### config.mk
export PLATFORM = sky130hd
export DESIGN_NAME = unidade_controle
export DESIGN_NICKNAME = d
export VERILOG_FILES = /design/src/rtl/uc_pkg.sv /design/src/rtl/uc_decoder.sv /design/src/rtl/unidade_controle.sv
export SDC_FILE = /design/constraint.sdc
export NUM_CORES = 1
export LEC_CHECK = 0
export BUFFER_PORTS_ARGS = -buffer_cell sky130_fd_sc_hd__buf_4
export CAP_MARGIN = 20
export CORE_UTILIZATION = 47
export CTS_CLUSTER_SIZE = 30
export DETAILED_ROUTE_END_ITERATION = 7
export GPL_ROUTABILITY_DRIVEN = 0
export PLACE_DENSITY = 0.76
export SLEW_MARGIN = 20
export SYNTH_ARGS = -nofsm -noshare
export SYNTH_HDL_FRONTEND = slang
export SYNTH_HIERARCHICAL = 1
export SYNTH_SLANG_ARGS = --single-unit
### constraint.sdc
create_clock -name clk -period 2.9 [get_ports clk]
set_input_delay 0 -clock clk [delete_from_list [all_inputs] [get_ports clk]]
set_output_delay 0 -clock clk [all_outputs]
set_load 0.01 [all_outputs]
### src/rtl/uc_pkg.sv
// rtl/uc_pkg.sv - shared encodings for unidade_controle (HALT state exists only with UC_ILLEGAL_TRAP_EN)
package uc_pkg;

    localparam logic [6:0] OPC_OP     = 7'b0110011;
    localparam logic [6:0] OPC_OP_IMM = 7'b0010011;
    localparam logic [6:0] OPC_LOAD   = 7'b0000011;
    localparam logic [6:0] OPC_STORE  = 7'b0100011;
    localparam logic [6:0] OPC_BRANCH = 7'b1100011;
    localparam logic [6:0] OPC_LUI    = 7'b0110111;

    localparam logic [3:0] ALU_R  = 4'b0000;
    localparam logic [3:0] ALU_I  = 4'b0001;
    localparam logic [3:0] ALU_S  = 4'b0010;
    localparam logic [3:0] ALU_SB = 4'b0011;
    localparam logic [3:0] ALU_U  = 4'b0100;
    localparam logic [3:0] ALU_UJ = 4'b0101;

    localparam int FLAG_ZERO = 0;
    localparam int FLAG_MSB  = 1;

    localparam logic [2:0] F3_BEQ = 3'b000;
    localparam logic [2:0] F3_BNE = 3'b001;
    localparam logic [2:0] F3_BLT = 3'b100;
    localparam logic [2:0] F3_BGE = 3'b101;

    typedef enum logic [2:0] {
        ST_FETCH,
        ST_DECODE,
        ST_EXEC,
        ST_MEM,
        ST_WB
`ifdef UC_ILLEGAL_TRAP_EN
        , ST_HALT
`endif
    } uc_state_e;

    typedef enum logic [2:0] {
        CLS_OP,
        CLS_OP_IMM,
        CLS_LOAD,
        CLS_STORE,
        CLS_BRANCH,
        CLS_LUI,
        CLS_ILLEGAL
    } uc_class_e;

endpackage

### src/rtl/uc_decoder.sv
// rtl/uc_decoder.sv - combinational opcode to class / alu_cmd / alu_src mapping
module uc_decoder
    import uc_pkg::*;
(
    input  logic [6:0] opcode,
    output uc_class_e  cls,
    output logic [3:0] alu_cmd,
    output logic       alu_src
);

    always_comb begin
        cls     = CLS_ILLEGAL;
        alu_cmd = ALU_R;
        alu_src = 1'b0;
        case (opcode)
            OPC_OP:     begin cls = CLS_OP;     alu_cmd = ALU_R;  alu_src = 1'b0; end
            OPC_OP_IMM: begin cls = CLS_OP_IMM; alu_cmd = ALU_I;  alu_src = 1'b1; end
            OPC_LOAD:   begin cls = CLS_LOAD;   alu_cmd = ALU_I;  alu_src = 1'b1; end
            OPC_STORE:  begin cls = CLS_STORE;  alu_cmd = ALU_S;  alu_src = 1'b1; end
            OPC_BRANCH: begin cls = CLS_BRANCH; alu_cmd = ALU_SB; alu_src = 1'b0; end
            OPC_LUI:    begin cls = CLS_LUI;    alu_cmd = ALU_U;  alu_src = 1'b1; end
            default:    ;
        endcase
    end

endmodule

### src/rtl/unidade_controle.sv
// rtl/unidade_controle.sv - multi-cycle RISC-V control FSM; UC_ILLEGAL_TRAP_EN makes illegal opcodes halt
module unidade_controle
    import uc_pkg::*;
#(
    parameter int CNT_BITS = 16
) (
    input  logic                clk,
    input  logic                rst_n,
    input  logic [6:0]          opcode,
    input  logic [2:0]          funct3,
    input  logic [3:0]          alu_flags,
    output logic                d_mem_we,
    output logic                rf_we,
    output logic                pc_we,
    output logic [3:0]          alu_cmd,
    output logic                alu_src,
    output logic                pc_src,
    output logic                rf_src,
    output logic [CNT_BITS-1:0] instret,
    output logic                halted
);

    uc_state_e           state_q, state_d;
    logic [6:0]          opcode_q, opcode_d;
    logic [2:0]          funct3_q, funct3_d;
    logic [CNT_BITS-1:0] instret_q, instret_d;

    logic [6:0] dec_opcode;
    uc_class_e  cls;
    logic [3:0] dec_cmd;
    logic       dec_src;
    logic       taken;
    logic       unused_flags;

    assign unused_flags = ^alu_flags[3:2];

    // DECODE sees the live instruction register; later states use the latched copy
    assign dec_opcode = (state_q == ST_DECODE) ? opcode : opcode_q;

    uc_decoder u_decoder (
        .opcode  (dec_opcode),
        .cls     (cls),
        .alu_cmd (dec_cmd),
        .alu_src (dec_src)
    );

    always_comb begin
        taken = 1'b0;
        case (funct3_q)
            F3_BEQ:  taken = alu_flags[FLAG_ZERO];
            F3_BNE:  taken = !alu_flags[FLAG_ZERO];
            F3_BLT:  taken = alu_flags[FLAG_MSB];
            F3_BGE:  taken = !alu_flags[FLAG_MSB];
            default: taken = 1'b0;
        endcase
    end

    always_comb begin
        state_d  = state_q;
        opcode_d = opcode_q;
        funct3_d = funct3_q;
        d_mem_we = 1'b0;
        rf_we    = 1'b0;
        pc_we    = 1'b0;
        pc_src   = 1'b0;
        rf_src   = 1'b0;
        alu_cmd  = ALU_R;
        alu_src  = 1'b0;
        halted   = 1'b0;
        case (state_q)
            ST_FETCH: state_d = ST_DECODE;
            ST_DECODE: begin
                alu_cmd  = dec_cmd;
                alu_src  = dec_src;
                opcode_d = opcode;
                funct3_d = funct3;
                if (cls == CLS_ILLEGAL) begin
`ifdef UC_ILLEGAL_TRAP_EN
                    state_d = ST_HALT;
`else
                    pc_we   = 1'b1;
                    state_d = ST_FETCH;
`endif
                end else begin
                    state_d = ST_EXEC;
                end
            end
            ST_EXEC: begin
                alu_cmd = dec_cmd;
                alu_src = dec_src;
                case (cls)
                    CLS_BRANCH: begin
                        pc_we   = 1'b1;
                        pc_src  = taken;
                        state_d = ST_FETCH;
                    end
                    CLS_LOAD, CLS_STORE: state_d = ST_MEM;
                    default:             state_d = ST_WB;
                endcase
            end
            ST_MEM: begin
                alu_cmd = dec_cmd;
                alu_src = dec_src;
                if (cls == CLS_STORE) begin
                    d_mem_we = 1'b1;
                    pc_we    = 1'b1;
                    state_d  = ST_FETCH;
                end else begin
                    state_d = ST_WB;
                end
            end
            ST_WB: begin
                alu_cmd = dec_cmd;
                alu_src = dec_src;
                rf_we   = 1'b1;
                pc_we   = 1'b1;
                rf_src  = (cls == CLS_LOAD);
                state_d = ST_FETCH;
            end
`ifdef UC_ILLEGAL_TRAP_EN
            ST_HALT: halted = 1'b1;
`endif
            default: state_d = ST_FETCH;
        endcase
        instret_d = pc_we ? instret_q + CNT_BITS'(1) : instret_q;
    end

    always_ff @(posedge clk or negedge rst_n) begin
        if (!rst_n) begin
            state_q   <= ST_FETCH;
            opcode_q  <= '0;
            funct3_q  <= '0;
            instret_q <= '0;
        end else begin
            state_q   <= state_d;
            opcode_q  <= opcode_d;
            funct3_q  <= funct3_d;
            instret_q <= instret_d;
        end
    end

    assign instret = instret_q;

endmodule

---- Word level (Yosys, flattened, before mapping) ----
Cells that the tools add are included.
cells by class
  $add $sub $neg .......................... 1
  equal/unequal tests ..................... 17
  multiplexer cells ....................... 20
  reductions and logical operators ........ 8
operators with widths
  kind                                                 number
  one-hot mux 3 bit (4 select lines)                   2
  equality test 7 x 6 -> 1 bit, second input constant  3
  one-hot mux 3 bit (6 select lines)                   1
  adder 16 x 1 -> 16 bit, second input constant        1
  equality test 3 bit, second input constant           5
  equality test 3 x 2 -> 1 bit, second input constant  4
  2-to-1 mux 1 bit                                     10
  one-hot mux 1 bit (4 select lines)                   2
  OR reduction 4 bit                                   2
  equality test 7 x 2 -> 1 bit, second input constant  1
  equality test 7 x 5 -> 1 bit, second input constant  1
  equality test 7 bit, second input constant           1
  2-to-1 mux 7 bit                                     1
  equality test 3 x 1 -> 1 bit, second input constant  2
  logical NOT 3 bit                                    2
  one-hot mux 3 bit (2 select lines)                   1
  2-to-1 mux 4 bit                                     1
  OR reduction 2 bit                                   2
  2-to-1 mux 3 bit                                     1
  logical NOT 1 bit                                    2
  2-to-1 mux 2 bit                                     1
word-level totals
  register bits after elaboration ......... 29
  input port bits ......................... 16
  word-level logic and storage cells ...... 50

---- Longest topological paths before layout ----
Gate-level depths: netlist of run 1.
  word-level depth ........................ 8
  depth in mapped cells ................... 14
  mapped depth without buffers ............ 12

---- Hierarchy ----
The synthesis of run 1 kept the hierarchy.
modules (own cells, without submodules)
  module            instances  cells an instance  area each (um^2)  sequential area each (um^2)
  unidade_controle  1          127                1,402.6           725.7
  uc_decoder        1          24                 183.9             0.0

---- Least setup slack after synthesis of run 1 ----
No wires, ideal clock.
  path type ............................... reg2reg
  from .................................... register state_q[1]
  to ...................................... register instret_q[5], in the netlist instret[5]
  setup time .............................. 80 ps
  arrival ................................. 3,030 ps
  data required time ...................... 2,820 ps
  slack ................................... -210 ps
  cell stages (with the launch flop) ...... 14
  path buffers ............................ 1
  clock period less this slack ............ 3,110 ps
  path through ............................ dfrtp_1 -> nand2b_1 -> nor2_2 -> mux2_2 -> buf_6 -> xor2_1 -> mux2_4 -> nor2_2 -> nor4b_2 -> and2_1 -> o31ai_4 -> inv_2 -> nand4_1 -> xnor2_1
on the way
  longest elaborated chain between the ends .. 7
  elaborated cells on any way between the ends .. 19
  classes of those cells .................. eq/ne: 13; mux: 6
ends and longest elaborated chain
  element                                                     RTL line                                                                 RTL
  from (decl)                                                 unidade_controle.sv:23                                                   uc_state_e state_q, state_d;
  from (signal assigned)                                      unidade_controle.sv:135                                                  state_q <= state_d;
  equality test 3 x 1 -> 1 bit *                              unidade_controle.sv:38                                                   assign dec_opcode = (state_q == ST_DECODE) ? opcode : opcode_q;
  2-to-1 mux 7 bit *                                          -
  named net dec_opcode[4]                                     unidade_controle.sv:28                                                   logic [6:0] dec_opcode;
  equality test 7 x 6 -> 1 bit, or another cell as far along  uc_decoder.sv:15                                                         case (opcode)
  one-hot mux 3 bit (6 select lines) *                        uc_decoder.sv:15
  named net cls[0]                                            unidade_controle.sv:29                                                   uc_class_e cls;
  equality test 3 x 2 -> 1 bit, or another cell as far along  unidade_controle.sv:104                                                  if (cls == CLS_STORE) begin
  2-to-1 mux 1 bit (on tied branches)                         unidade_controle.sv:104, unidade_controle.sv:77, unidade_controle.sv:91
  one-hot mux 1 bit (4 select lines) *                        unidade_controle.sv:70                                                   case (state_q)
  named net pc_we                                             unidade_controle.sv:14                                                   output logic pc_we,
  to (signal assigned)                                        unidade_controle.sv:138                                                  instret_q <= instret_d;
  to (decl)                                                   unidade_controle.sv:26                                                   logic [CNT_BITS-1:0] instret_q, instret_d;
Mark *: on every way through the listed nets, which the timed path passes. The rest lies on a longest branch.
A chain may end at the register's enable or synchronous reset.

---- Final worst setup path of run 1 ----
  from .................................... register state_q[1]
  to ...................................... output port pc_we
on the way
  longest elaborated chain between the ends .. 7
  elaborated cells on any way between the ends .. 19
  classes of those cells .................. eq/ne: 13; mux: 6
ends and longest elaborated chain
  element                                                     RTL line
  equality test 3 x 1 -> 1 bit *                              unidade_controle.sv:38
  2-to-1 mux 7 bit *                                          -
  named net dec_opcode[3]                                     unidade_controle.sv:28
  equality test 7 x 6 -> 1 bit, or another cell as far along  uc_decoder.sv:15
  one-hot mux 3 bit (6 select lines) *                        uc_decoder.sv:15
  named net cls[2]                                            unidade_controle.sv:29
  equality test 3 x 2 -> 1 bit, or another cell as far along  unidade_controle.sv:104
  2-to-1 mux 1 bit (on tied branches)                         unidade_controle.sv:104, unidade_controle.sv:77, unidade_controle.sv:91
  one-hot mux 1 bit (4 select lines) *                        unidade_controle.sv:70
  to (decl)                                                   unidade_controle.sv:14
Marked as above.

==> results of run 1 <==
## kinds of logic after synthesis
group           after synthesis  share of synthesized area, %
simple gates                 68                          24.9
flops                        29                          45.7
xor+xnor                     19                          10.5
mux                          12                          8.67
compound gates               10                          5.05
buf+inv                      10                          3.86
other cells                   2                         0.473
fa+ha+maj                     1                         0.789
## report_power, final
part / switching, mW / internal, mW / total [mW] / leakage [nW]
clock network: 0.157 / 0.140 / 0.298 / 0.0413
logic: 0.776 / 0.858 / 1.63 / 0.745
registers: 0.111 / 0.539 / 0.649 / 0.369
total: 1.04 / 1.54 / 2.58 / 1.16
## sequential cells by signal (all words and copies together), names as in the netlist
register,cells
state_q,3
instret,16
opcode_q,7
funct3_q,3
## layout make-up
type	count	share of cell area, %
Timing Repair Buffer	71	24.4
Clock inverter	1	0.209
Tap cell	44	2.30
Sequential cell	29	30.3
Multi-Input combinational cell	112	39.6
Inverter	3	0.470
Clock buffer	7	2.72
## cells in the mapped netlist, types with 2 or more instances
library cell  instances
buf_4                 2
mux2_2               10
nand2b_1              3
clkbuf_1              2
nand3b_1              2
nand2_1              12
nor3_1                6
inv_1                 2
xnor2_1              11
buf_6                 2
dfrtp_1              29
nor2_1               10
xor2_1                8
nand4_1               6
nor2_2                2
nor4_1                2
nor4b_1               2
nand3_1               7
and2_1                7
a21oi_1               4
conb_1                2
## critical path, delay by kind of cell (launching register included)
family | cells | cell delay [ns]
AO/OA/AOI/OAI | 2 | 0.32
buffers and inverters | 3 | 0.40
flip-flops | 1 | 0.40
multiplexers | 1 | 0.34
AND/OR/NAND/NOR | 5 | 1.10
## stage by stage
step	power (mW)	instances	hold slack, ns	setup slack (ns)
after global placement	1.81	238	-0.0621	0.0160
after CTS	2.39	262	0.0656	0.0168
final	2.58	267	0.0460	-0.0220
after detailed placement	1.86	238	-0.0499	-0.0440
after floorplan	1.51	151	-0.296	-0.0476
after global routing	2.73	267	0.0398	-0.156
## routing by layer
layer	up-vias	global-route usage (%)
met5	-	0
met4	0	17.3
met3	12	5.19
met2	53	39.4
met1	681	25.2
li1	655	-
## what timing repair did
item | in CTS | in global routing
endpoints found under the hold margin | 38 | 0
gates resized for setup | 14 | 18
endpoints found under the setup margin | 12 | 15
buffers inserted | 6 | 5
pin swaps | 7 | 14
hold buffers | 10 | 0
## worst max path at each step
stage | startpoint | to | cells after the start
4_1_cts | state_q[1] | pc_we | 11
6_report | state_q[1] | pc_we | 11
2_1_floorplan | state_q[1] | instret[5] | 13
5_1_grt | state_q[1] | pc_we | 11
3_5_place_dp | state_q[1] | instret[12] | 12
3_3_place_gp | state_q[1] | instret[4] | 12
==> impl_metrics.ini, run 1 <==
[die]
rows = 20
die_x_microns = 60.1
initial_utilization_pct = 50.7
die_h_microns = 60.1
core_sq_um = 3130
pin_count = 43
die_area_sq_um = 3610

[routing]
drtIter0Drc = 37
drt_first_pass_iters = 4
viasPerCell = 5.25
met3_length_microns = 164
top_layer = met4
drc = 0
wl_met1_microns = 1660
route.met2.wl_microns = 2100
vias = 1401
wl_per_cell_microns = 15.1
ant_nets = 0
wl_microns = 4030

[yosys]
ys_ff_latch = 29
synth_area_leaders = dfrtp_1, mux2_2, xnor2_1
ys_warn_count = 6
synth.top_cell.area_share_pct = 45.7
async_flop_share_pct = 100
synth_cell_types = 41
syn_nets = 168
synth_edf_count = 0
synth_ff_type = dfrtp_1
synth_top_area_cell = dfrtp_1
syn_inst = 151
syn_area_sq_um = 1590
seq_area_frac_synth_pct = 45.7
synth.avg_cell_area_sq_um = 10.5

[timing]
fin_crit_sh_pct = 101
rsz0062_at_grt = true
skew_ns = 0.00784
finalSetupViolCount = 4
fmax_mhz = 342
setup_tns_ns = -0.0682
setup_ws_ns = -0.0220
min_period_ns = 2.92
slew_viol_final = 0
finalHoldViolCount = 0

[place]
hpwlAfterDp_microns = 2370
dpl_cell_area_sq_um = 1990
portBuffers = 38

[status]
violations = setup timing
status = complete, but fails checks

[finish]
fin_area_sq_um = 2400
drive_gt1_share_pct = 47.5
filler_cell_count = 207
syn_to_final_growth_pct = 51.0
final_common_cell = buf_4
regArea_sq_um = 726
nNetsFinal = 239
layout_common_cells = buf_4, dfrtp_1, nand2_1
antennaDiodeCount = 0
multi_input_area_sq_um = 950
final_core_util_pct = 76.6

[min_path]
hold_path_startpoint = opcode[4]
holdPathStages = 3
hold_class = in2reg
whs_endpoint = opcode_q[4]

[clocking]
path_clk_slew_ns = 0.10
cts_tree = yes
clock_latency_ns = 0.35
h-tree-depth = 2
cts_root_buffer = clkbuf_4
cts_buffers = 5
cts_max_path_buffers = 2
clock_sinks = 29

[grt]
grt_max_degree = 30
grt.total_usage_pct = 23.3
grt_pass1_vias = 1371
grt_antenna_before_repair = 0
grt_pass1_wl_microns = 6000
gr-total-overflow = 0

[setup_path]
path_max_fanout = 7
slowest_stage = dfrtp_1
cp.required_ns = 2.90
crit_arrival_ns = 2.92
max_stage_delay_ns = 0.40
startpoint_type = register
critPathKind = reg2out
rr_worst_depth = 13
r2r_slack_ns = -0.02
path_cells = nand2b_4 -> nor2_4 -> mux2_4 -> nand3b_4 -> or3_4 -> buf_6 -> or3b_1 -> a21oi_2 -> o31ai_4 -> inv_2 -> buf_6
crit_top_cell = buf_6
worstSetupEndpointType = output port
reg2reg_from = state_q[1]
r2r-end = instret[4]

[pwr]
ir_drop_uv = 824
power.leakage_nw = 1.16
cellPowerDensity_nw_per_um2 = 1080

[run]
cap_violations = 0
Power figures use the tool's default switching activity.
==> run 2: changes to the inputs <==
--- a/config.mk
+++ b/config.mk
@@ -5,6 +5,7 @@
 export SDC_FILE = /design/constraint.sdc
 export NUM_CORES = 1
 export LEC_CHECK = 0
+export ABC_CLOCK_PERIOD_IN_PS = 2900
 export BUFFER_PORTS_ARGS = -buffer_cell sky130_fd_sc_hd__buf_4
 export CAP_MARGIN = 20
 export CORE_UTILIZATION = 47
@@ -12,6 +13,7 @@
 export DETAILED_ROUTE_END_ITERATION = 7
 export GPL_ROUTABILITY_DRIVEN = 0
 export PLACE_DENSITY = 0.76
+export REMOVE_ABC_BUFFERS = 1
 export SLEW_MARGIN = 20
 export SYNTH_ARGS = -nofsm -noshare
 export SYNTH_HDL_FRONTEND = slang
==> run 2 against run 1 <==
Against the previous run: the flow still finishes with violations (setup timing); via count grew 2.0%; global-route usage grew 1.3 points; hold slack gained 0.065 ns; critical path type is now reg2reg; largest power group unchanged.
==> impl_metrics.ini, run 2 (synthesis results as in run 1) <==
[clocking]
cts_root_buffer = clkbuf_4
clock_latency_ns = 0.34
clock_sinks = 29
h-tree-depth = 2
cts_buffers = 5
path_clk_slew_ns = 0.11
cts_max_path_buffers = 2
cts_tree = yes

[status]
status = complete, but fails checks
violations = setup timing

[grt]
gr-total-overflow = 0
grt_pass1_vias = 1356
grt.total_usage_pct = 24.6
grt_antenna_before_repair = 0
grt_max_degree = 30
grt_pass1_wl_microns = 6310

[die]
rows = 20
die_area_sq_um = 3610
initial_utilization_pct = 50.7
die_h_microns = 60.1
pin_count = 43
die_x_microns = 60.1
core_sq_um = 3130

[timing]
slew_viol_final = 0
finalSetupViolCount = 3
setup_tns_ns = -0.107
rsz0062_at_grt = true
setup_ws_ns = -0.0421
finalHoldViolCount = 0
fin_crit_sh_pct = 101
fmax_mhz = 340
min_period_ns = 2.94
skew_ns = 0.0211

[pwr]
ir_drop_uv = 595
power.leakage_nw = 1.20
cellPowerDensity_nw_per_um2 = 1140

[routing]
wl_microns = 4520
ant_nets = 0
viasPerCell = 5.23
wl_per_cell_microns = 16.6
drtIter0Drc = 77
drc = 0
drt_first_pass_iters = 4
vias = 1429

[finish]
layout_common_cells = buf_4, dfrtp_1, nand2_1, dlygate4sd3_1, buf_6
antennaDiodeCount = 0
syn_to_final_growth_pct = 55.4
nNetsFinal = 245
final_core_util_pct = 78.8
drive_gt1_share_pct = 46.7
final_common_cell = buf_4
largest_reg_flops = 16

[min_path]
hold_class = in2async

[place]
portBuffers = 38
hpwlAfterDp_microns = 2430

[setup_path]
startpoint_type = register
worstSetupEndpointType = register
crit_arrival_ns = 3.20
cp.required_ns = 3.15
critPathKind = reg2reg
path_max_fanout = 7

[run]
cap_violations = 0
[run 2: worst max-delay path, cell delays in order (launching register included)]
cell	delay [ns]
dfrtp_1	0.39
nand2b_4	0.16
nor2_4	0.14
buf_6	0.13
buf_6	0.09
mux2_4	0.20
nand2_1	0.09
nor3_1	0.28
o21bai_2	0.15
nor4b_4	0.33
and2_4	0.21
o31ai_4	0.07
inv_2	0.11
buf_4	0.14
nand4_1	0.13
xnor2_1	0.25
[run 2: repair_timing]
action | 4_1_cts | 5_1_grt
setup buffers | 6 | 9
pin swaps | 7 | 17
setup endpoints to repair | 16 | 16
endpoints found under the hold margin | 39 | 0
resized for setup | 24 | 14
hold buffers | 11 | 0
[run 2: power by group]
part	leakage [nW]	switching, mW	internal, mW	total [mW]
Sequential	0.369	0.113	0.539	0.652
Combinational	0.785	0.828	0.978	1.81
Clock	0.0455	0.146	0.206	0.352
[run 2: metal layers]
layer	global-route usage [%]	vias up	routed length, microns
met5	0	-	0
met4	10.6	0	90
met3	6.93	13	160
met2	43.0	41	2310
met1	27.6	707	1960
li1	-	668	-
[run 2: worst paths after layout]
path / slack, ns / to / cells after the start / from
min reg2reg: 0.48 / instret[15] / 1 / instret[15]
max: -0.04 / instret[13] / 15 / state_q[1]
min: 0.11 / opcode_q[0] / 2 / rst_n
max in group asynchronous: 2.49 / state_q[0] / 2 / rst_n
max reg2reg: -0.04 / instret[13] / 15 / state_q[1]
min in group clk: 0.45 / funct3_q[1] / 3 / funct3[1]
[run 2: final cells by class]
type	instances	area (sq um)
multi-input cells	112	941
flip-flops and latches	29	726
fillers	170	663
repair buffers	77	647
clock buffers	7	55.1
well taps	44	55.1
clock inverters	1	30.0
inverters	3	11.3
[run 2: metrics by stage]
stage,instance area [sq um],power (mW),setup WS (ns),instances,hold WS (ns)
global placement,1970,1.79,-0.0596,239,-0.0656
global route,2460,2.94,-0.152,273,0.125
CTS,2330,2.50,-0.0114,264,0.138
finish,2460,2.81,-0.0421,273,0.111
floorplan,1540,1.41,-0.172,144,-0.296
detailed placement,1970,1.83,-0.168,239,-0.0601
==> run 3: changes to the inputs <==
--- a/config.mk
+++ b/config.mk
@@ -5,7 +5,7 @@
 export SDC_FILE = /design/constraint.sdc
 export NUM_CORES = 1
 export LEC_CHECK = 0
-export ABC_CLOCK_PERIOD_IN_PS = 2900
+export ABC_CLOCK_PERIOD_IN_PS = 2500
 export BUFFER_PORTS_ARGS = -buffer_cell sky130_fd_sc_hd__buf_4
 export CAP_MARGIN = 20
 export CORE_UTILIZATION = 47
==> constraint.sdc (replaced) <==
create_clock -name clk -period 2.5 [get_ports clk]
set_input_delay 0 -clock clk [delete_from_list [all_inputs] [get_ports clk]]
set_output_delay 0 -clock clk [all_outputs]
set_load 0.01 [all_outputs]
==> run 3 against run 2 <==
Against the previous run: the run still ends with setup timing left; combinational power is 36% higher; cell area is 4.0% higher; non-clock buffer count is 12 higher; via count is 8.0% higher; critical path type unchanged; wire length is 14% higher; sequential power is 17% higher; setup slack worse by 0.45 ns.
==> impl_metrics.ini, run 3 (synthesis results as in run 1) <==
[setup_path]
path_max_fanout = 7
rr_worst_depth = 11
critPathKind = reg2reg
r2r-end = instret[6]
path_cells = nand2b_4 -> nor2_4 -> mux2_4 -> nor3_1 -> o21bai_2 -> nor4b_4 -> and2_4 -> o31ai_4 -> buf_6 -> nor3_4 -> xor2_1
crit_family = simple AND/OR/NAND/NOR gates
crit_arrival_ns = 3.24
worstSetupEndpointType = register
path_buf_inv = 1
r2r_slack_ns = -0.49
endpoint = instret[6]
reg2reg_from = state_q[1]
cp.depth = 11
max_stage_delay_ns = 0.39
critPathLaunch = state_q[1]
slowest_stage = dfrtp_1
startpoint_type = register
cp.required_ns = 2.75

[timing]
finalHoldViolCount = 0
slew_viol_final = 0
setup_ws_ns = -0.490
skew_ns = 0.0116
tightest_slew_ns = 0.530
relSlewSlack_pct = 64.6
min_period_ns = 2.99
finalSetupViolCount = 20
hold_slack_ns = 0.0981
rsz0062_at_grt = true
fin_crit_sh_pct = 120
fmax_mhz = 334

[pwr]
cellPowerDensity_nw_per_um2 = 1370
power.leakage_nw = 1.26
ir_drop_uv = 734
finalPower_mw = 3.51

[clocking]
clock_latency_ns = 0.33
cts_max_path_buffers = 2
cts_root_buffer = clkbuf_4
path_clk_slew_ns = 0.09
h-tree-depth = 2
clock_sinks = 29
cts_buffers = 5
cts_tree = yes

[routing]
drtIter0Drc = 39
ant_nets = 0
viasPerCell = 5.44
vias = 1544
drc = 0
wl_per_cell_microns = 18.1
drt_first_pass_iters = 4
wl_microns = 5130

[min_path]
hold_class = in2reg

[finish]
drive_gt1_share_pct = 52.1
filler_cell_count = 167
regArea_sq_um = 726
antennaDiodeCount = 0
largest_reg_flops = 16
nNetsFinal = 257
layout_common_cells = buf_4, dfrtp_1
final_common_cell = buf_4
syn_to_final_growth_pct = 61.6
multi_input_area_sq_um = 986

[grt]
grt.total_usage_pct = 27.7
grt_pass1_wl_microns = 7000
grt_pass1_vias = 1538
grt_max_degree = 30
gr-total-overflow = 0
grt_antenna_before_repair = 0

[place]
dp_slack_ns = -0.584
portBuffers = 38
hpwlAfterDp_microns = 2550

[die]
die_x_microns = 60.1
core_sq_um = 3130
pin_count = 43
initial_utilization_pct = 50.7
die_area_sq_um = 3610
die_h_microns = 60.1
rows = 20

[status]
status = complete, but fails checks
violations = setup timing

[run]
cap_violations = 0
run 3: cell types whose count changed in the layout (fill, tap and decap cells not counted), moves of 2 or more:
cell     change
buf_4       +14
nand3_1      +2
nand3_2      -2
nor2_1       -2
nor2_4       +2
run 3: layout make-up:
class / count / area share [%]
Multi-Input combinational cell: 112 / 38.5
Tap cell: 44 / 2.15
Clock buffer: 7 / 2.15
Sequential cell: 29 / 28.3
Inverter: 3 / 0.439
Timing Repair Buffer: 89 / 28.5
run 3: through the flow:
stage          TNS (ns)  utilization (%)  cells  area, sq um
6_report          -7.91             82.0    284         2560
5_1_grt           -9.41             82.0    284         2560
2_1_floorplan     -8.48                -    144         1540
3_5_place_dp      -8.17             64.8    246         2030
3_3_place_gp      -5.77             64.8    246         2030
4_1_cts           -6.44             79.2    278         2480
run 3: power by group:
part / leakage (nW) / total, mW / internal [mW] / switching (mW)
combinational: 0.860 / 2.46 / 1.32 / 1.14
sequential: 0.369 / 0.760 / 0.625 / 0.135
clock: 0.0314 / 0.291 / 0.132 / 0.159
run 3: how the worst min path moves through the flow:
| stage | startpoint | endpoint | slack, ns | cells past startpoint |
|---|---|---|---|---|
| 6_report | opcode[4] | opcode_q[4] | 0.1 | 3 |
| 5_1_grt | opcode[4] | opcode_q[4] | 0.08 | 3 |
| 4_1_cts | opcode[4] | opcode_q[4] | 0.08 | 3 |
| 3_5_place_dp | rst_n | opcode_q[5] | -0.06 | 1 |
| 2_1_floorplan | rst_n | funct3_q[0] | -0.30 | 0 |
| 3_3_place_gp | rst_n | opcode_q[5] | -0.06 | 1 |
run 3: per-layer routing:
layer,wire [microns],share of wire [%],vias up,GRT usage [%]
met3,206,4.0,24,6.71
met5,0,0,-,0
met4,269,5.2,0,12.3
met2,2630,51,66,50.1
met1,2030,40,768,30.2
li1,-,-,686,-
run 3: worst register-to-register path: stages (launching register included):
cell	delay (ns)
dfrtp_1	0.39
nand2b_4	0.15
nor2_4	0.25
mux2_4	0.39
nor3_1	0.36
o21bai_2	0.17
nor4b_4	0.30
and2_4	0.22
o31ai_4	0.07
buf_6	0.19
nor3_4	0.19
xor2_1	0.22
run 3: timing repair:
action                                 CTS  global route
gates cloned                             0             0
endpoints found under the hold margin   38             0
setup endpoints to repair               23            26
hold buffers                            10             0
resized for setup                       36            10
buffers inserted                        15             6
pin swaps                               18             9
